`config.mk`:
```
export PLATFORM = sky130hd
export DESIGN_NAME = gpio_irq_master_flat
export DESIGN_NICKNAME = d
export VERILOG_FILES = /design/src/rtl/gpio_irq_master_if.sv /design/src/rtl/gpio_irq_master.sv /design/src/flat_wrapper.sv
export SDC_FILE = /design/constraint.sdc
export NUM_CORES = 1
export LEC_CHECK = 0
export ABC_AREA = 1
export CORE_UTILIZATION = 55
export DETAILED_ROUTE_END_ITERATION = 10
export PLACE_DENSITY = 0.8
export REMOVE_ABC_BUFFERS = 1
export SLEW_MARGIN = 40
export SYNTH_ARGS = -nofsm -noshare
export SYNTH_HDL_FRONTEND = slang
export SYNTH_SLANG_ARGS = --single-unit
```
`constraint.sdc`:
```
create_clock -name clk -period 7.7 [get_ports clk]
set_input_delay 0.77 -clock clk [delete_from_list [all_inputs] [get_ports clk]]
set_output_delay 0.77 -clock clk [all_outputs]
set_load 0.005 [all_outputs]
```
`src/rtl/gpio_irq_master_if.sv`:
```
// gpio_irq_master_if
//   Avalon-MM bus between gpio_irq_master and prog_gpio, plus the GPIO
//   interrupt line that travels back to the master.
//   avm_address     5   byte address of the GPIO register
//   avm_read        1   read strobe
//   avm_write       1   write strobe
//   avm_writedata   32  write data
//   avm_readdata    32  read data, valid when read is accepted
//   avm_waitrequest 1   slave stall
//   irq             1   level interrupt, held until IRQ_ACK is written
interface gpio_irq_master_if;
    logic [4:0]  avm_address;
    logic        avm_read;
    logic        avm_write;
    logic [31:0] avm_writedata;
    logic [31:0] avm_readdata;
    logic        avm_waitrequest;
    logic        irq;

    modport master (
        output avm_address, avm_read, avm_write, avm_writedata,
        input  avm_readdata, avm_waitrequest, irq
    );

    modport slave (
        input  avm_address, avm_read, avm_write, avm_writedata,
        output avm_readdata, avm_waitrequest, irq
    );
endinterface

```
`src/rtl/gpio_irq_master.sv`:
```
// gpio_irq_master
//   Programs a prog_gpio instance after reset (ENA, IRQ_POL, IRQ_MASK), then
//   services each interrupt by reading DATA and writing IRQ_ACK, and queues
//   the captured word in a small FIFO exposed as a valid/ready stream.
//   clk        1   clock, rising edge
//   reset      1   asynchronous active-high reset
//   avm        -   Avalon-MM master bus + irq (gpio_irq_master_if.master)
//   evt_data   32  word at FIFO head
//   evt_valid  1   FIFO not empty
//   evt_ready  1   consumer pops the head when evt_valid && evt_ready
//   init_done  1   all three init writes have completed
//   drop_count 16  events lost to a full FIFO, saturating
module gpio_irq_master #(
    parameter logic [31:0] ENA_INIT     = 32'h0000_ffff,
    parameter logic [31:0] POL_INIT     = 32'h0000_0000,
    parameter logic [31:0] MASK_INIT    = 32'h0000_0003,
    parameter int unsigned FIFO_DEPTH   = 4,
    parameter int unsigned GUARD_CYCLES = 2
) (
    input  logic                     clk,
    input  logic                     reset,
    gpio_irq_master_if.master        avm,
    output logic [31:0]              evt_data,
    output logic                     evt_valid,
    input  logic                     evt_ready,
    output logic                     init_done,
    output logic [15:0]              drop_count
);
    localparam int unsigned AW = (FIFO_DEPTH > 1) ? $clog2(FIFO_DEPTH) : 1;

    localparam logic [4:0] ADDR_DATA = 5'h00;
    localparam logic [4:0] ADDR_ENA  = 5'h04;
    localparam logic [4:0] ADDR_MASK = 5'h08;
    localparam logic [4:0] ADDR_POL  = 5'h0c;
    localparam logic [4:0] ADDR_ACK  = 5'h10;

    localparam logic [AW:0]   FULL_COUNT = FIFO_DEPTH[AW:0];
    localparam logic [AW:0]   CNT_ONE    = (AW + 1)'(32'd1);
    localparam logic [AW-1:0] PTR_ONE    = AW'(32'd1);
    localparam logic [3:0]    GUARD_LOAD = 4'(GUARD_CYCLES - 32'd1);

    typedef enum logic [2:0] {
        W_ENA   = 3'd0,
        W_POL   = 3'd1,
        W_MASK  = 3'd2,
        IDLE    = 3'd3,
        RD_DATA = 3'd4,
        W_ACK   = 3'd5,
        GUARD   = 3'd6
    } state_t;

    state_t          state_r;
    logic [3:0]      guard_cnt_r;
    logic [31:0]     mem_r [FIFO_DEPTH];
    logic [AW-1:0]   wr_ptr_r;
    logic [AW-1:0]   rd_ptr_r;
    logic [AW:0]     count_r;

    logic            bus_done_s;
    logic            pop_s;
    logic            capture_s;
    logic            push_s;
    logic            drop_s;

    assign evt_valid = (count_r != {(AW + 1){1'b0}});
    assign evt_data  = mem_r[rd_ptr_r];

    // Transfer completion, FIFO pop and push/drop decision for a captured word.
    always_comb begin
        bus_done_s = (avm.avm_read | avm.avm_write) & ~avm.avm_waitrequest;
        pop_s      = evt_valid & evt_ready;
        capture_s  = (state_r == RD_DATA) & avm.avm_read & bus_done_s;
        if (capture_s) begin
            // A same-cycle pop frees a slot, so a full FIFO still accepts the word.
            push_s = (count_r != FULL_COUNT) | pop_s;
            drop_s = ~push_s;
        end else begin
            push_s = 1'b0;
            drop_s = 1'b0;
        end
    end

    // Control FSM: init writes, interrupt service and post-ACK guard window.
    // Each bus state is entered with its strobe/address/data already loaded,
    // so back-to-back transfers need no idle cycle in between.
    always_ff @(posedge clk or posedge reset) begin
        if (reset) begin
            state_r           <= W_ENA;
            guard_cnt_r       <= 4'd0;
            init_done         <= 1'b0;
            avm.avm_read      <= 1'b0;
            avm.avm_write     <= 1'b0;
            avm.avm_address   <= 5'h00;
            avm.avm_writedata <= 32'h0000_0000;
        end else begin
            case (state_r)
                W_ENA: begin
                    if (!avm.avm_write) begin
                        // Only reached on the first cycle after reset.
                        avm.avm_write     <= 1'b1;
                        avm.avm_address   <= ADDR_ENA;
                        avm.avm_writedata <= ENA_INIT;
                    end else if (bus_done_s) begin
                        avm.avm_address   <= ADDR_POL;
                        avm.avm_writedata <= POL_INIT;
                        state_r           <= W_POL;
                    end else begin
                        state_r <= W_ENA;
                    end
                end
                W_POL: begin
                    if (bus_done_s) begin
                        avm.avm_address   <= ADDR_MASK;
                        avm.avm_writedata <= MASK_INIT;
                        state_r           <= W_MASK;
                    end else begin
                        state_r <= W_POL;
                    end
                end
                W_MASK: begin
                    if (bus_done_s) begin
                        avm.avm_write     <= 1'b0;
                        avm.avm_address   <= 5'h00;
                        avm.avm_writedata <= 32'h0000_0000;
                        init_done         <= 1'b1;
                        state_r           <= IDLE;
                    end else begin
                        state_r <= W_MASK;
                    end
                end
                IDLE: begin
                    if (avm.irq) begin
                        avm.avm_read    <= 1'b1;
                        avm.avm_address <= ADDR_DATA;
                        state_r         <= RD_DATA;
                    end else begin
                        state_r <= IDLE;
                    end
                end
                RD_DATA: begin
                    if (bus_done_s) begin
                        avm.avm_read      <= 1'b0;
                        avm.avm_write     <= 1'b1;
                        avm.avm_address   <= ADDR_ACK;
                        avm.avm_writedata <= 32'h0000_0000;
                        state_r           <= W_ACK;
                    end else begin
                        state_r <= RD_DATA;
                    end
                end
                W_ACK: begin
                    if (bus_done_s) begin
                        avm.avm_write   <= 1'b0;
                        avm.avm_address <= 5'h00;
                        guard_cnt_r     <= GUARD_LOAD;
                        state_r         <= GUARD;
                    end else begin
                        state_r <= W_ACK;
                    end
                end
                GUARD: begin
                    // irq is ignored here: prog_gpio may still show the old level.
                    if (guard_cnt_r == 4'd0) begin
                        state_r <= IDLE;
                    end else begin
                        guard_cnt_r <= guard_cnt_r - 4'd1;
                    end
                end
                default: begin
                    state_r           <= W_ENA;
                    avm.avm_read      <= 1'b0;
                    avm.avm_write     <= 1'b0;
                    avm.avm_address   <= 5'h00;
                    avm.avm_writedata <= 32'h0000_0000;
                end
            endcase
        end
    end

    // Event FIFO storage, pointers, occupancy and saturating drop counter.
    always_ff @(posedge clk or posedge reset) begin
        if (reset) begin
            for (int i = 0; i < int'(FIFO_DEPTH); i++) begin
                mem_r[i] <= 32'h0000_0000;
            end
            wr_ptr_r   <= {AW{1'b0}};
            rd_ptr_r   <= {AW{1'b0}};
            count_r    <= {(AW + 1){1'b0}};
            drop_count <= 16'h0000;
        end else begin
            if (push_s) begin
                mem_r[wr_ptr_r] <= avm.avm_readdata;
                wr_ptr_r        <= wr_ptr_r + PTR_ONE;
            end else begin
                wr_ptr_r <= wr_ptr_r;
            end
            if (pop_s) begin
                rd_ptr_r <= rd_ptr_r + PTR_ONE;
            end else begin
                rd_ptr_r <= rd_ptr_r;
            end
            case ({push_s, pop_s})
                2'b10:   count_r <= count_r + CNT_ONE;
                2'b01:   count_r <= count_r - CNT_ONE;
                default: count_r <= count_r;
            endcase
            if (drop_s && (drop_count != 16'hffff)) begin
                drop_count <= drop_count + 16'd1;
            end else begin
                drop_count <= drop_count;
            end
        end
    end
endmodule
```
`src/flat_wrapper.sv`:
```
// flat-port wrapper written by rule: the top's interface ports become plain ports
module gpio_irq_master_flat 
#(
    parameter logic [31:0] ENA_INIT     = 32'h0000_ffff,
    parameter logic [31:0] POL_INIT     = 32'h0000_0000,
    parameter logic [31:0] MASK_INIT    = 32'h0000_0003,
    parameter int unsigned FIFO_DEPTH   = 4,
    parameter int unsigned GUARD_CYCLES = 2
)
  (clk, reset, evt_data, evt_valid, evt_ready, init_done, drop_count, avm_avm_address, avm_avm_read, avm_avm_write, avm_avm_writedata, avm_avm_readdata, avm_avm_waitrequest, avm_irq);
  gpio_irq_master_if avm_i ();
  input  logic clk;
  input  logic reset;
  output logic [31:0] evt_data;
  output logic evt_valid;
  input  logic evt_ready;
  output logic init_done;
  output logic [15:0] drop_count;
  output wire logic [$bits(avm_i.avm_address)-1:0] avm_avm_address;
  output wire logic [$bits(avm_i.avm_read)-1:0] avm_avm_read;
  output wire logic [$bits(avm_i.avm_write)-1:0] avm_avm_write;
  output wire logic [$bits(avm_i.avm_writedata)-1:0] avm_avm_writedata;
  input wire logic [$bits(avm_i.avm_readdata)-1:0] avm_avm_readdata;
  input wire logic [$bits(avm_i.avm_waitrequest)-1:0] avm_avm_waitrequest;
  input wire logic [$bits(avm_i.irq)-1:0] avm_irq;
  assign avm_avm_address = avm_i.avm_address;
  assign avm_avm_read = avm_i.avm_read;
  assign avm_avm_write = avm_i.avm_write;
  assign avm_avm_writedata = avm_i.avm_writedata;
  assign avm_i.avm_readdata = avm_avm_readdata;
  assign avm_i.avm_waitrequest = avm_avm_waitrequest;
  assign avm_i.irq = avm_irq;
  gpio_irq_master #(.ENA_INIT(ENA_INIT), .POL_INIT(POL_INIT), .MASK_INIT(MASK_INIT), .FIFO_DEPTH(FIFO_DEPTH), .GUARD_CYCLES(GUARD_CYCLES)) u_core (.clk(clk), .reset(reset), .avm(avm_i), .evt_data(evt_data), .evt_valid(evt_valid), .evt_ready(evt_ready), .init_done(init_done), .drop_count(drop_count));
endmodule
```
==> out/metrics.yaml <==
report.power.total_mw: 4.03
drt_iter0_markers: 787
yosysSeqAreaShare_pct: 50.7
wl_um: 24000
clkSinkCount: 196
floorplan.die.height_um: 135
worst-path-buf-inv: 3
fillCellCount: 1386
vias_in_the_first_global_route: 8075
cap_violations: 0
netSwitchingFraction_pct: 37.9
final_hold_viol_count: 0
max_slew_vio_count: 0
final-instance-count-excl-fill: 1569
place.detailed.hpwl_um: 14500
power.share.sequential_pct: 36.4
clockPowerShare_pct: 24.1
route.antenna.remaining_nets: 0
power.switching_mw: 1.53
power_leakage_nw: 5.77
grt.total_usage_pct: 27.6
floorplan.die.width_um: 135
hold_depth: 2
powerDensity_nw_per_um2: 347
num_antenna_cells: 0
max-clock-path-buffers: 2
drt_drc_violations_left: 0
area_of_the_mapped_netlist_um2: 9680
starting_density_of_the_core_pct: 56.2
ctsResizeCount: 0
gp_routability_congestion: 0.866
type_of_element_capturing_the_critical_path: "output pin"
final_period_minus_worst_setup_slack_ps: 4020
cp.required_ps: 6930
worstHoldPathType: "reg -> reg"
ff2ff_path_depth: 8
synth_cell_types: 31
timing.hold.ws_ps: 472
finalSetupViolations: 0
achievable-frequency_mhz: 248
syn2layout_area_growth_pct: 20.0
postCtsHoldBufs: 0
cts.reportedPaths.clkPinSlew_ps: 70
critical_path.max_fanout: 25
status: "completed"
critPathTopFamily: "buffers and inverters"
worst_skew_pair.late_latency_ps: 440
pwr-share-comb_pct: 39.5
cp_num_cells: 6
tritoncts.num_buffers: 17
first_pass_iters: 5
dp_cells: 1537
share_of_the_cycle_needed_by_the_critical_path_after_routing_pct: 52.3
crit_type: "reg -> out"
grt_setup_unrepaired: "no"
netlist_instances: 1250
layout-drive-gt1-share_pct: 4.91
cp.arrival_ps: 3250
number_of_antenna_violations_at_the_first_check_in_global_routing: 0
tritoncts_clock_tree: "built"
io_pins: 126
root_buffer: "sky130_fd_sc_hd__clkbuf_16"
final.setup.tns_ps: 0
crit_chain: "inv_1 -> buf_4 -> a21oi_1 -> o21ai_0 -> o21ai_0 -> clkdlybuf4s50_1"
fp.dieArea_um2: 18100
ir_worst_vdd_v: 0.000217
vias_per_cell: 5.49
critical_path.startpoint_type: "flop"
finalClockSkew_ps: 7.92
yosys_warnings: 0
routed_wire_length_per_instance_um: 15.3
dr_total_vias: 8616
worstMarginPinSlew_ps: 806
crit_path_top_delay_cell: "sky130_fd_sc_hd__dfrtp_1"
grt_first_pass_wirelength_um: 39700
rows: 48
path_common_cell: "sky130_fd_sc_hd__o21ai_0"
cts_htree_levels: 4
final_net_count: 1377
synth_seq_cells: 196
core_region_area_um2: 17200
synth.avg_cell_area_um2: 7.74
timing.critical_path.slowest_cell_delay_ps: 870
grt.overflow.total: 0
headroom_to_the_max_slew_limit_pct: 46.3
port_buffers: 123
cts_setup_buffers: 0
p_int_mw: 2.50
grt_max_degree: 122
## final timing paths
path                                                            start                                     to  slack, ps
max in group asynchronous                                       reset          u_core.mem_r[102]$_DFFE_PP0P_       5760
min in group asynchronous                                       reset       u_core.drop_count[6]$_DFFE_PP0P_        790
worst min-delay path            u_core.avm.avm_address[2]$_DFFE_PP0P_  u_core.avm.avm_address[2]$_DFFE_PP0P_        470
worst max-delay path                   u_core.rd_ptr_r[1]$_DFFE_PP0P_                            evt_data[6]       3680
worst max register to register          u_core.state_r[0]$_DFFE_PP0P_           u_core.mem_r[73]$_DFFE_PP0P_       4910
worst min register to register  u_core.avm.avm_address[2]$_DFFE_PP0P_  u_core.avm.avm_address[2]$_DFFE_PP0P_        470
## state kept, by name, summed over array words and instances, names as in the netlist
signal                    cells
u_core.avm.avm_address        3
u_core.avm.avm_read           1
u_core.avm.avm_write          1
u_core.avm.avm_writedata     32
u_core.count_r                3
u_core.drop_count            16
u_core.guard_cnt_r            4
u_core.init_done              1
u_core.mem_r                128
u_core.rd_ptr_r               2
u_core.state_r                3
u_core.wr_ptr_r               2
## logic make-up after synthesis
family          count (synthesis)  synth area share [%]
flops                         196                  50.7
buf+inv                       162                  7.59
xor+xnor                       15                  1.36
other cells                     1                0.0387
compound gates                292                  15.4
simple gates                  575                  23.7
fa+ha+maj                       9                  1.24
## final cells by class
type	instances	area (µm²)	area share [%]
sequential	196	4900	42.2
multi-input combinational	893	4070	35.1
timing repair buffer	135	1370	11.8
clock buffer	19	453	3.90
inverter	88	343	2.95
tap	225	282	2.42
clock inverter	13	196	1.69
## stage by stage
step                util (%)  cell area [µm²]  worst slack [ps]
detailed placement      63.6            11000              4250
finish                  67.4            11600              3680
global route            67.4            11600              3620
global placement        63.1            10900              4040
CTS                     67.4            11600              3720
floorplan                  -             9280              1590
## metal layers
metal / global-route usage, % / wire length [µm]
met3: 4.73 / 1310
met4: 10.5 / 477
met1: 37.8 / 10600
met2: 44.0 / 11600
met5: 0 / 0
## tightest hold or removal path, cell delays in order, from the launching register on
cell	delay [ps]
sky130_fd_sc_hd__dfrtp_1	350
sky130_fd_sc_hd__nand2_1	50
sky130_fd_sc_hd__nand2_1	40
## cells in the final DEF (no fill, tap or decap), types with 4 or more instances in the layout
master                            synthesis  final
sky130_fd_sc_hd__clkinv_4                 0      4
sky130_fd_sc_hd__o22ai_1                 17     17
sky130_fd_sc_hd__xor2_1                  13     13
sky130_fd_sc_hd__dfrtp_1                196    196
sky130_fd_sc_hd__nand2_2                  4      4
sky130_fd_sc_hd__nor2_2                   3      4
sky130_fd_sc_hd__nor2_4                   4      5
sky130_fd_sc_hd__nor2_1                 119    117
sky130_fd_sc_hd__o21ai_1                 51     51
sky130_fd_sc_hd__buf_4                   11      7
sky130_fd_sc_hd__nand2_1                390    389
sky130_fd_sc_hd__a21oi_1                 21     20
sky130_fd_sc_hd__nand4_1                  6      6
sky130_fd_sc_hd__inv_1                   83     82
sky130_fd_sc_hd__clkdlybuf4s50_1          0    123
sky130_fd_sc_hd__inv_2                    3      4
sky130_fd_sc_hd__o21ai_0                200    200
sky130_fd_sc_hd__bufinv_16                0      4
sky130_fd_sc_hd__nand3_1                 48     48
sky130_fd_sc_hd__ha_1                     8      8
sky130_fd_sc_hd__clkbuf_16                0     17
## power groups by stage
stage               clock [mW]  sequential, mW  combinational [mW]
floorplan                    0            1.45               0.849
global placement             0            1.46                1.54
detailed placement           0            1.47                1.58
CTS                      0.983            1.46                1.59
global route              1.02            1.50                1.78
finish                   0.970            1.47                1.59
## Yosys cell counts, drive strengths merged
master / n / share of area, %
nand4: 6 / 0.39
o21ai: 251 / 13
clkbuf: 45 / 2.0
ha: 8 / 1.0
clkinv: 2 / 0.078
a31oi: 1 / 0.065
nand3: 49 / 2.7
nand2: 394 / 15
fa: 1 / 0.21
buf: 29 / 2.2
o211ai: 1 / 0.078
conb: 1 / 0.039
nor2: 126 / 5.3
a21oi: 22 / 1.2
xnor2: 2 / 0.18
dfrtp: 196 / 51
o22ai: 17 / 1.1
inv: 86 / 3.3
xor2: 13 / 1.2
(Power assumes the default switching activity.)
